<file path="src/rtl/pc_sequencer_pkg.sv">
// Shared definitions for the PC sequencer slice.
//   AW_DEFAULT          : default ROM address width
//   STACK_DEPTH_DEFAULT : default number of return-address entries
//   RESET_VECTOR        : first fetch address after reset
//   stack_op_e          : return-stack operation selected from wr_en/rd_en
package pc_sequencer_pkg;

    localparam int unsigned AW_DEFAULT          = 11;
    localparam int unsigned STACK_DEPTH_DEFAULT = 8;
    localparam int unsigned RESET_VECTOR        = 0;

    typedef enum logic [1:0] {
        OP_NONE = 2'b00,
        OP_PUSH = 2'b01,
        OP_POP  = 2'b10,
        OP_SWAP = 2'b11
    } stack_op_e;

    // wr_en pushes, rd_en pops; both together replace the top entry.
    function automatic stack_op_e decode_stack_op(input logic wr_en, input logic rd_en);
        stack_op_e op;
        case ({rd_en, wr_en})
            2'b01:   op = OP_PUSH;
            2'b10:   op = OP_POP;
            2'b11:   op = OP_SWAP;
            default: op = OP_NONE;
        endcase
        return op;
    endfunction

endpackage

</file>
<file path="src/rtl/call_stack.sv">
// Return-address LIFO.
//   clk, rst     : clock, synchronous active-high reset
//   i_op         : operation for this cycle (none/push/pop/swap)
//   i_push_data  : return address written on push/swap
//   o_top        : registered value of the most recently popped entry
//   o_depth      : number of entries held
//   o_full       : depth == DEPTH
//   o_empty      : depth == 0
//   o_ovf/o_unf  : sticky overflow/underflow flags, cleared only by reset
module call_stack
    import pc_sequencer_pkg::*;
#(
    parameter int unsigned AW    = AW_DEFAULT,
    parameter int unsigned DEPTH = STACK_DEPTH_DEFAULT
) (
    input  logic                       clk,
    input  logic                       rst,
    input  stack_op_e                  i_op,
    input  logic [AW-1:0]              i_push_data,
    output logic [AW-1:0]              o_top,
    output logic [$clog2(DEPTH):0]     o_depth,
    output logic                       o_full,
    output logic                       o_empty,
    output logic                       o_ovf,
    output logic                       o_unf
);

    localparam int unsigned IW = $clog2(DEPTH);
    localparam int unsigned DW = IW + 1;

    logic [AW-1:0] r_mem [DEPTH];
    logic [DW-1:0] r_depth;
    logic [AW-1:0] r_top;
    logic          r_ovf;
    logic          r_unf;

    logic          w_full;
    logic          w_empty;
    logic [IW-1:0] w_push_idx;
    logic [IW-1:0] w_top_idx;
    logic          w_mem_we;
    logic [IW-1:0] w_mem_idx;

    assign w_full     = (r_depth == DW'(DEPTH));
    assign w_empty    = (r_depth == '0);
    // When full the low bits wrap to 0, so top index still lands on DEPTH-1.
    assign w_push_idx = r_depth[IW-1:0];
    assign w_top_idx  = w_push_idx - IW'(1);

    always_comb begin
        w_mem_we  = 1'b0;
        w_mem_idx = w_push_idx;
        case (i_op)
            OP_PUSH: w_mem_we = !w_full;
            OP_SWAP: begin
                // Swap on an empty stack degenerates to a plain push.
                w_mem_we  = 1'b1;
                w_mem_idx = w_empty ? w_push_idx : w_top_idx;
            end
            default: ;
        endcase
    end

    // Storage is not reset; only depth-qualified entries are ever read.
    always_ff @(posedge clk) begin
        if (w_mem_we && !rst) begin
            r_mem[w_mem_idx] <= i_push_data;
        end
    end

    always_ff @(posedge clk) begin
        if (rst) begin
            r_depth <= '0;
            r_top   <= '0;
            r_ovf   <= 1'b0;
            r_unf   <= 1'b0;
        end else begin
            case (i_op)
                OP_PUSH: begin
                    if (w_full) r_ovf   <= 1'b1;
                    else        r_depth <= r_depth + DW'(1);
                end
                OP_POP: begin
                    if (w_empty) begin
                        r_top <= '0;
                        r_unf <= 1'b1;
                    end else begin
                        r_top   <= r_mem[w_top_idx];
                        r_depth <= r_depth - DW'(1);
                    end
                end
                OP_SWAP: begin
                    if (w_empty) begin
                        r_top   <= '0;
                        r_unf   <= 1'b1;
                        r_depth <= r_depth + DW'(1);
                    end else begin
                        r_top <= r_mem[w_top_idx];
                    end
                end
                default: ;
            endcase
        end
    end

    assign o_top   = r_top;
    assign o_depth = r_depth;
    assign o_full  = w_full;
    assign o_empty = w_empty;
    assign o_ovf   = r_ovf;
    assign o_unf   = r_unf;

endmodule

</file>
<file path="src/rtl/pc_sequencer.sv">
// Program counter with call/return stack.
//   clk, rst               : clock, synchronous active-high reset
//   ldpc                   : PC update enable
//   selpc                  : 1 = load naddress, 0 = increment
//   naddress               : jump/call/return target
//   wr_en / rd_en          : push return address (pc_addr+1) / pop
//   pc_addr                : registered ROM fetch address
//   stack_addr             : registered value of most recently popped entry
//   depth                  : entries currently held
//   stack_full/stack_empty : depth == STACK_DEPTH / depth == 0
//   stack_ovf/stack_unf    : sticky overflow/underflow flags
module pc_sequencer
    import pc_sequencer_pkg::*;
#(
    parameter int unsigned AW          = AW_DEFAULT,
    parameter int unsigned STACK_DEPTH = STACK_DEPTH_DEFAULT
) (
    input  logic                          clk,
    input  logic                          rst,
    input  logic                          ldpc,
    input  logic                          selpc,
    input  logic [AW-1:0]                 naddress,
    input  logic                          wr_en,
    input  logic                          rd_en,
    output logic [AW-1:0]                 pc_addr,
    output logic [AW-1:0]                 stack_addr,
    output logic [$clog2(STACK_DEPTH):0]  depth,
    output logic                          stack_full,
    output logic                          stack_empty,
    output logic                          stack_ovf,
    output logic                          stack_unf
);

    logic [AW-1:0] r_pc;
    logic [AW-1:0] w_pc_next;
    logic [AW-1:0] w_ret_addr;
    stack_op_e     w_op;

    // Return address is the PC of the calling instruction plus one, wrapping.
    assign w_ret_addr = r_pc + AW'(1);
    assign w_op       = decode_stack_op(wr_en, rd_en);

    always_comb begin
        w_pc_next = r_pc;
        if (ldpc) begin
            w_pc_next = selpc ? naddress : w_ret_addr;
        end
    end

    always_ff @(posedge clk) begin
        if (rst) r_pc <= AW'(RESET_VECTOR);
        else     r_pc <= w_pc_next;
    end

    call_stack #(
        .AW    (AW),
        .DEPTH (STACK_DEPTH)
    ) u_call_stack (
        .clk         (clk),
        .rst         (rst),
        .i_op        (w_op),
        .i_push_data (w_ret_addr),
        .o_top       (stack_addr),
        .o_depth     (depth),
        .o_full      (stack_full),
        .o_empty     (stack_empty),
        .o_ovf       (stack_ovf),
        .o_unf       (stack_unf)
    );

    assign pc_addr = r_pc;

endmodule

</file>
<file path="config.mk">
export PLATFORM = sky130hd
export DESIGN_NAME = pc_sequencer
export DESIGN_NICKNAME = d
export VERILOG_FILES = /design/src/rtl/pc_sequencer_pkg.sv /design/src/rtl/call_stack.sv /design/src/rtl/pc_sequencer.sv
export SDC_FILE = /design/constraint.sdc
export NUM_CORES = 1
export LEC_CHECK = 0
export BUFFER_PORTS_ARGS = -buffer_cell sky130_fd_sc_hd__buf_2
export CORE_ASPECT_RATIO = 1.1
export CORE_MARGIN = 4
export CORE_UTILIZATION = 45
export CTS_CLUSTER_DIAMETER = 120
export CTS_CLUSTER_SIZE = 28
export DETAILED_ROUTE_END_ITERATION = 16
export GPL_ROUTABILITY_DRIVEN = 0
export SETUP_SLACK_MARGIN = 0.15
export SLEW_MARGIN = 20
export SYNTH_ARGS = -nofsm -noshare
export SYNTH_HDL_FRONTEND = slang
export SYNTH_SLANG_ARGS = --single-unit
export TNS_END_PERCENT = 30
</file>
<file path="constraint.sdc">
create_clock -name clk -period 7.7 [get_ports clk]
set_input_delay 0.385 -clock clk [delete_from_list [all_inputs] [get_ports clk]]
set_output_delay 0.385 -clock clk [all_outputs]
set_load 0.005 [all_outputs]
</file>
==> metrics.txt, run 1 <==
pin count of the biggest net entering global routing=32; clk slew on worst S/H paths=0.05 ns; Slew Viols, Final=0; I/O pin cnt=47; Fin Setup TNS=0 ns; initial core utilization=0.468; worst-path maximum fanout=31; Buffers on Ports=46; Detailed Place HPWL=7320 µm; most common flop cell mapped by yosys=edfxtp_1; Slew headroom=0.268; Synth Area in Compound Gates=0.0787; crit path time final=4.13 ns; largest family of logic cells by synthesized area=multiplexers; FP Rows=39; cell family with most CP delay=simple AND/OR/NAND/NOR gates; root buf cell=clkbuf_16; critical path arrival=4.15 ns; CTS resizes=0; Leak Pwr=2.12 nW; CP max stage delay=1.08 ns; reg2reg setup slack=3.57 ns; TritonCTS buffer count=17; most common cell after layout, fill and taps aside=edfxtp_1; initial antenna violation count=0; WL/cell=19.6 µm; status=completed; Final Cell Area=5840 µm²; share of cells above drive strength 1=0.250; fin crit share=0.536; Max Cap Viol=0; synthesized cell area=4960 µm²; HP Class=in2reg; grt ovf=0; drt initial violations=190; Post-synth EDFFs=88; first-pass GRT wire length=17000 µm; Final ANT Viol Nets=0; Async S/R FF share, synth=0; Worst EP required=7.72 ns; Core Area=10600 µm²; unrepaired setup endpoints after global routing=no; Netlist cell types=47; crit path capture type=flip-flop; Adder-Cell Fraction of Synth Area=0.00757; final net count=415; register area share after synthesis=0.646; Die Width=108 µm; CTS tree=built; Die ar.=12800 µm²; via count=3109; worst vdd ir=0.181 mV; Avg Vias per Cell=5.64; power per cell area=308 nW/µm²; Tightest Pin Transition=1.10 ns; Seq cells post-synth=116; Avg Cell Area, Syn=14.1 µm²; length of routed wiring on met1=4710 µm; simple-gate share of the synthesized area=0.107; Flop pwr share=0.422; CP Cell Sequence=inv_1 -> ha_1 -> nor3_1 -> or3b_1 -> nor2_1; Diodes inserted=0; vias in the first global route=2992; Tot GR Track Use=0.180; Cells after Synth=351; clock insertion delay at the later pin of the skew report=0.41 ns; final hold vios=0; Clock Skews=0.00723 ns; Post-CTS Setup Bufs=0; CP max-delay cell=ha_1; clock power share=0.425; CTS Buffer Depth=2; Routed WL=10800 µm; post-synthesis xor/xnor area fraction=0.0194; FILL cells=901; met2 wire len=5410 µm; combinational share of power=0.153; crit start category=flip-flop; Finish-stage setup viols=0; placed inst area=5270 µm²; Area Overhead vs Synth=17.8%; max layer used=met4; H-tree depth=4; chip height=118 µm; Sw Ratio=0.248; fmax=0.242 GHz; clk sinks=116; Switch Pwr=0.446 mW; Ys Warns=0; mux contribution to synthesized area=0.113; drt first pass iters=6; crit path buf inv count=1; Hold Buf Count CTS=0; worst setup path category=reg2reg; post-synth net total=371; DRC viols=0; most frequent cells in the layout=edfxtp_1 (88), buf_2 (46), nand2_1 (35), dfxtp_1 (27), nor2_1 (25); wire length on met3=553 µm; Internal=1.35 mW
## state kept, by name, summed over array words and instances, names as in the netlist
name and flops:
u_call_stack.o_top 11, u_call_stack.r_mem 88, u_call_stack.o_ovf 1, u_call_stack.o_depth 4, pc_addr 11, u_call_stack.o_unf 1
## cell type report
| type | instances | area, µm² | share of cell area |
|---|---|---|---|
| Clock buffer | 20 | 437 | 0.0747 |
| Clock inverter | 12 | 138 | 0.0236 |
| Inverter | 8 | 30.0 | 0.00514 |
| Multi-Input combinational cell | 205 | 1620 | 0.277 |
| Sequential cell | 116 | 3200 | 0.549 |
| Tap cell | 143 | 179 | 0.0306 |
| Timing Repair Buffer | 47 | 238 | 0.0407 |
## logic make-up (layout without fill, tap and decap cells)
group / Yosys count / after routing
flip-flops: 116 / 116
XOR/XNOR: 11 / 11
buffers and inverters: 30 / 87
adder cells (fa/ha/maj): 3 / 3
AO/OA/AOI/OAI: 57 / 57
multiplexers: 28 / 28
AND/OR/NAND/NOR: 106 / 106
## cell usage after synthesis (3+ instances only)
cell | count | area share
o21a_1 | 3 | 0.0045
edfxtp_1 | 88 | 0.53
nor2b_1 | 4 | 0.0050
o31ai_1 | 3 | 0.0045
xnor2_1 | 9 | 0.016
ha_1 | 3 | 0.0076
mux2i_1 | 4 | 0.0081
o21ai_0 | 6 | 0.0061
nand2_1 | 35 | 0.026
nor3_1 | 3 | 0.0030
and3_1 | 5 | 0.0063
inv_1 | 8 | 0.0061
nand2b_1 | 6 | 0.0076
a21oi_1 | 10 | 0.010
nor2_1 | 25 | 0.019
clkbuf_1 | 13 | 0.0098
nand3_1 | 7 | 0.0071
a211oi_1 | 3 | 0.0045
buf_2 | 4 | 0.0040
a31oi_1 | 7 | 0.0088
nand4_1 | 4 | 0.0050
a22oi_1 | 15 | 0.023
mux4_2 | 22 | 0.10
dfxtp_1 | 28 | 0.11
## worst min-delay path, cell delays in order
cell	delay, ns
buf_2	0.08
a21oi_1	0.05
o32ai_1	0.10
## stage by stage
| stage | total power, mW | setup slack (ns) | cells | util | hold slack [ns] |
|---|---|---|---|---|---|
| 2_1_floorplan | 0.965 | 4.74 | 351 | - | 0.435 |
| 3_3_place_gp | 1.04 | 3.74 | 519 | 0.497 | 0.419 |
| 3_5_place_dp | 1.05 | 3.54 | 519 | 0.497 | 0.425 |
| 4_1_cts | 1.82 | 3.46 | 551 | 0.552 | 0.253 |
| 5_1_grt | 1.88 | 3.21 | 551 | 0.552 | 0.293 |
| 6_report | 1.80 | 3.57 | 551 | 0.552 | 0.261 |
## final timing paths
| kind | start | end | cells past startpoint |
|---|---|---|---|
| worst max-delay path | u_call_stack.o_depth[0] | u_call_stack.r_mem[0][2] | 5 |
| worst min-delay path | naddress[5] | pc_addr[5] | 3 |
| worst max register to register | u_call_stack.o_depth[0] | u_call_stack.r_mem[0][2] | 5 |
| worst min register to register | u_call_stack.o_top[7] | u_call_stack.o_top[7] | 2 |
## metal layers
layer	track usage	up-vias
li1	-	1445
met1	0.244	1554
met2	0.287	96
met3	0.0477	14
met4	0.0521	0
met5	0	-
## power groups by stage
stage               Sequential, mW  Combinational, mW  Clock (mW)
finish                       0.760              0.275       0.765
global route                 0.768              0.301       0.807
CTS                          0.762              0.281       0.775
detailed placement           0.774              0.278           0
global placement             0.771              0.273           0
floorplan                    0.747              0.218           0
Power figures use the tool's default switching activity.
==> run 2, diff against run 1 <==
==> constraint.sdc (replaced) <==
create_clock -name clk -period 3.9 [get_ports clk]
set_input_delay 0.195 -clock clk [delete_from_list [all_inputs] [get_ports clk]]
set_output_delay 0.195 -clock clk [all_outputs]
set_load 0.005 [all_outputs]
==> metrics.txt, run 2 (same netlist as run 1, synthesis figures left out) <==
pin count of the biggest net entering global routing=31; grt ovf=0; met3 Use GR=0.0516; status=completed; Slew Viols, Final=0; drt initial violations=235; chip height=118 µm; Buffers on Ports=46; power per cell area=587 nW/µm²; Finish-stage setup viols=0; fin crit share=0.730; H-tree depth=4; Core Area=10600 µm²; clock power share=0.406; Worst EP required=3.92 ns; most common cell after layout, fill and taps aside=edfxtp_1; fin util=0.551; most frequent cells in the layout=edfxtp_1 (88), buf_2 (46), nand2_1 (35), dfxtp_1 (27), nor2_1 (23); Sw Ratio=0.257; Area Overhead vs Synth=17.5%; Placed Cells=521; Slew headroom=0.275; crit path buf inv count=2; share of cells above drive strength 1=0.266; DRC viols=0; CP max-delay cell=nor2_1; met1 Track Usage GR=0.227; final hold vios=0; combinational share of power=0.166; Max Cap Viol=0; critical path arrival=2.87 ns; M2 GR Usage=0.251; initial core utilization=0.468; Power, Total=3.42 mW; Tot GR Track Use=0.165; Flop pwr share=0.427; Detailed Place HPWL=6540 µm; Internal=2.54 mW; worst-path maximum fanout=23; cell family with most CP delay=simple AND/OR/NAND/NOR gates; Place WS=0.996 ns; fmax=0.351 GHz; TritonCTS buffer count=17; Diodes inserted=0; Post-CTS Setup Bufs=0; final net count=417; CTS resizes=0; Leak Pwr=2.10 nW; gr busiest metal=met2; Switch Pwr=0.878 mW; crit path time final=2.85 ns; Clock Skews=0.00895 ns; Final Worst Setup Slack=1.05 ns; vias in the first global route=3084; I/O pin cnt=47; CP max stage delay=0.76 ns; Tightest Pin Transition=1.09 ns; HP Class=in2reg; clock insertion delay at the later pin of the skew report=0.40 ns; clk slew on worst S/H paths=0.06 ns; Final ANT Viol Nets=0; crit start category=flip-flop; clk sinks=116; WL/cell=17.5 µm; FP Rows=39; most flop-heavy register=u_call_stack.r_mem; Avg Vias per Cell=5.47; Routed WL=9700 µm; Hold Buf Count CTS=0; worst setup path category=reg2reg; Die Width=108 µm; initial antenna violation count=0; unrepaired setup endpoints after global routing=no; CTS tree=built; crit path capture type=flip-flop; worst vdd ir=0.285 mV; Largest register FFs=88; CTS Buffer Depth=2; first-pass GRT wire length=16100 µm; non-filler cells, final=553; root buf cell=clkbuf_16; Fin Setup TNS=0 ns; Die ar.=12800 µm²; drt first pass iters=5; via count=3025; CP Cell Sequence=inv_1 -> ha_1 -> buf_4 -> nor3_1 -> or3b_1 -> nor2_1
-- run 2: cell count changes in the layout (fill, tap and decap cells not counted) --
| cell | before | now |
|---|---|---|
| clkinvlp_4 | 2 | 6 |
| bufinv_16 | 3 | 1 |
| nor2_1 | 25 | 23 |
| nor2_2 | 0 | 2 |
| inv_6 | 0 | 1 |
| buf_4 | 1 | 3 |
| clkbuf_1 | 3 | 0 |
-- run 2: cell type report --
type                       count  area, µm²
clock inverter                15        116
multi-input combinational    205       1620
inverter                       8       30.0
clock buffer                  17        425
fill                         889       4760
tap                          143        179
timing repair buffer          49        253
sequential                   116       3200
-- run 2: final timing paths --
kind	start	to	slack, ns	cells after the start
setup / recovery	u_call_stack.o_depth[1]	u_call_stack.r_mem[1][3]	1.05	6
hold / removal	naddress[5]	pc_addr[5]	0.07	3
setup reg to reg	u_call_stack.o_depth[1]	u_call_stack.r_mem[1][3]	1.05	6
hold reg to reg	u_call_stack.o_top[4]	u_call_stack.o_top[4]	0.43	2
-- run 2: worst min-delay path, cell delays in order --
cell and delay [ns]:
buf_2 0.07, a21oi_1 0.05, o32ai_1 0.10
-- run 2: layer usage --
metal | wire [µm] | vias to the layer above
li1 | - | 1443
met2 | 4670 | 85
met3 | 492 | 9
met1 | 4430 | 1488
met4 | 109 | 0
met5 | 0 | -
-- run 2: power by group through the flow --
stage	Combinational (mW)	Clock [mW]	Sequential [mW]
floorplan	0.430	0	1.48
global placement	0.564	0	1.48
detailed placement	0.575	0	1.49
CTS	0.578	1.42	1.46
global route	0.630	1.48	1.47
finish	0.569	1.39	1.46
-- run 2: per-stage QoR --
stage | hold WS, ns | area, µm²
floorplan | 0.366 | 4960
global placement | 0.419 | 5280
detailed placement | 0.425 | 5280
CTS | 0.0445 | 5820
global route | 0.0646 | 5830
finish | 0.0660 | 5830
==> run 3, diff against run 2 <==
==> constraint.sdc (replaced) <==
create_clock -name clk -period 2.7 [get_ports clk]
set_input_delay 0.135 -clock clk [delete_from_list [all_inputs] [get_ports clk]]
set_output_delay 0.135 -clock clk [all_outputs]
set_load 0.005 [all_outputs]
==> metrics.txt, run 3 (same netlist as run 1, synthesis figures left out) <==
clk sinks=116; CP endpoint=u_call_stack.r_mem[4][2]; TritonCTS buffer count=17; FILL cells=865; Tot GR Track Use=0.173; worst vdd ir=0.402 mV; CP max-delay cell=or3b_4; Clock Skews=0.0129 ns; DRC viols=0; most frequent cells in the layout=edfxtp_1 (88), buf_2 (46), nand2_1 (35), dfxtp_1 (27), mux4_2 (22); Die Width=108 µm; most common cell after layout, fill and taps aside=edfxtp_1; fmax=0.426 GHz; critical path arrival=2.41 ns; Post-CTS Setup Bufs=0; CP max stage delay=0.48 ns; fin crit share=0.869; H-tree depth=4; CTS resizes=0; Avg Vias per Cell=5.52; final net count=424; via count=3090; FP Rows=39; initial antenna violation count=0; Routed WL=9950 µm; Buffers on Ports=46; Final Cell Area=5960 µm²; Slew headroom=0.458; Largest register FFs=88; Worst EP required=2.76 ns; Worst R2R End=u_call_stack.r_mem[4][2]; RR Startpoint=u_call_stack.o_depth[0]; worst-path maximum fanout=11; clk slew on worst S/H paths=0.05 ns; initial core utilization=0.468; Leak Pwr=2.16 nW; Area Overhead vs Synth=20.2%; HP Class=in2reg; vias in the first global route=3085; Core Area=10600 µm²; fin util=0.563; Finish-stage setup viols=0; worst setup path category=reg2reg; unrepaired setup endpoints after global routing=no; first-pass GRT wire length=16600 µm; Diodes inserted=0; WL/cell=17.8 µm; power per cell area=865 nW/µm²; crit start category=flip-flop; CTS Buffer Depth=2; Max Cap Viol=0; Detailed Place HPWL=6680 µm; Reg2Reg Depth=6; final hold vios=0; CTS tree=built; Hold Path Depth=3; clock insertion delay at the later pin of the skew report=0.41 ns; Tightest Pin Transition=0.808 ns; Power, Total=5.16 mW; grt ovf=0; I/O pin cnt=47; crit path time final=2.35 ns; worst setup path start=u_call_stack.o_depth[0]; Final ANT Viol Nets=0; share of cells above drive strength 1=0.283; placed inst area=5360 µm²; root buf cell=clkbuf_16; most flop-heavy register=u_call_stack.r_mem; reg2reg setup slack=0.35 ns; Slew Viols, Final=0; pin count of the biggest net entering global routing=31; drt first pass iters=4; Fin Setup TNS=0 ns; CP Cell Sequence=inv_1 -> ha_1 -> nor3b_2 -> nor3_1 -> or3b_4 -> nor2_4; status=completed; Die ar.=12800 µm²; crit path capture type=flip-flop; drt initial violations=222; chip height=118 µm
run 3: changes by cell type in the layout (fill, tap and decap cells not counted), moves of 2 or more:
cell and delta:
buf_4 +6, bufinv_16 +2, clkinv_2 -2, clkinvlp_4 -2, nor2_1 -2, nor2_2 -2
nor2_4 +4
run 3: cell type report:
cell class                 count  area, µm²  share of cell area
tap                          143        179              0.0300
clock buffer                  17        425              0.0713
multi-input combinational    205       1650               0.277
timing repair buffer          56        308              0.0516
clock inverter                15        164              0.0275
inverter                       8       30.0             0.00504
sequential                   116       3200               0.537
run 3: metal layers:
metal,wire (µm),GRT usage,up-vias,part of all wire
met5,0,0,-,0
met4,138,0.0600,0,0.014
met3,483,0.0532,14,0.049
met2,4720,0.256,83,0.47
met1,4600,0.242,1523,0.46
li1,-,-,1470,-
run 3: power by group:
group          leakage, nW  switching, mW  total, mW  internal, mW
registers             1.04         0.0679       2.11          2.04
clock network        0.278          0.761       2.20          1.44
logic                0.845          0.454      0.848         0.394
total                 2.16           1.28       5.16          3.87
run 3: per-stage QoR:
stage / hold slack (ns) / setup slack, ns / instances
after floorplan: 0.306 / 0.0503 / 351
after global placement: 0.403 / 0.392 / 527
after detailed placement: 0.404 / 0.384 / 527
after CTS: 0.0192 / 0.358 / 560
after global routing: 0.0336 / 0.190 / 560
final: 0.0298 / 0.353 / 560
run 3: critical path: cells and delay by family (launching register included):
| kind | cells | cell delay, ns |
|---|---|---|
| buf+inv | 1 | 0.16 |
| flops | 1 | 0.31 |
| simple gates | 4 | 1.20 |
| fa+ha+maj | 1 | 0.33 |
run 3: timing repair:
action,CTS,global route
setup endpoints to repair,0,0
hold buffers,1,0
endpoints found under the hold margin,1,0
run 3: worst min path at each step:
stage / slack [ns] / end / start
2_1_floorplan: 0.31 / pc_addr[5] / naddress[5]
3_3_place_gp: 0.40 / pc_addr[5] / naddress[5]
3_5_place_dp: 0.40 / pc_addr[5] / naddress[5]
4_1_cts: 0.02 / pc_addr[7] / naddress[7]
5_1_grt: 0.03 / pc_addr[8] / naddress[8]
6_report: 0.03 / pc_addr[7] / naddress[7]
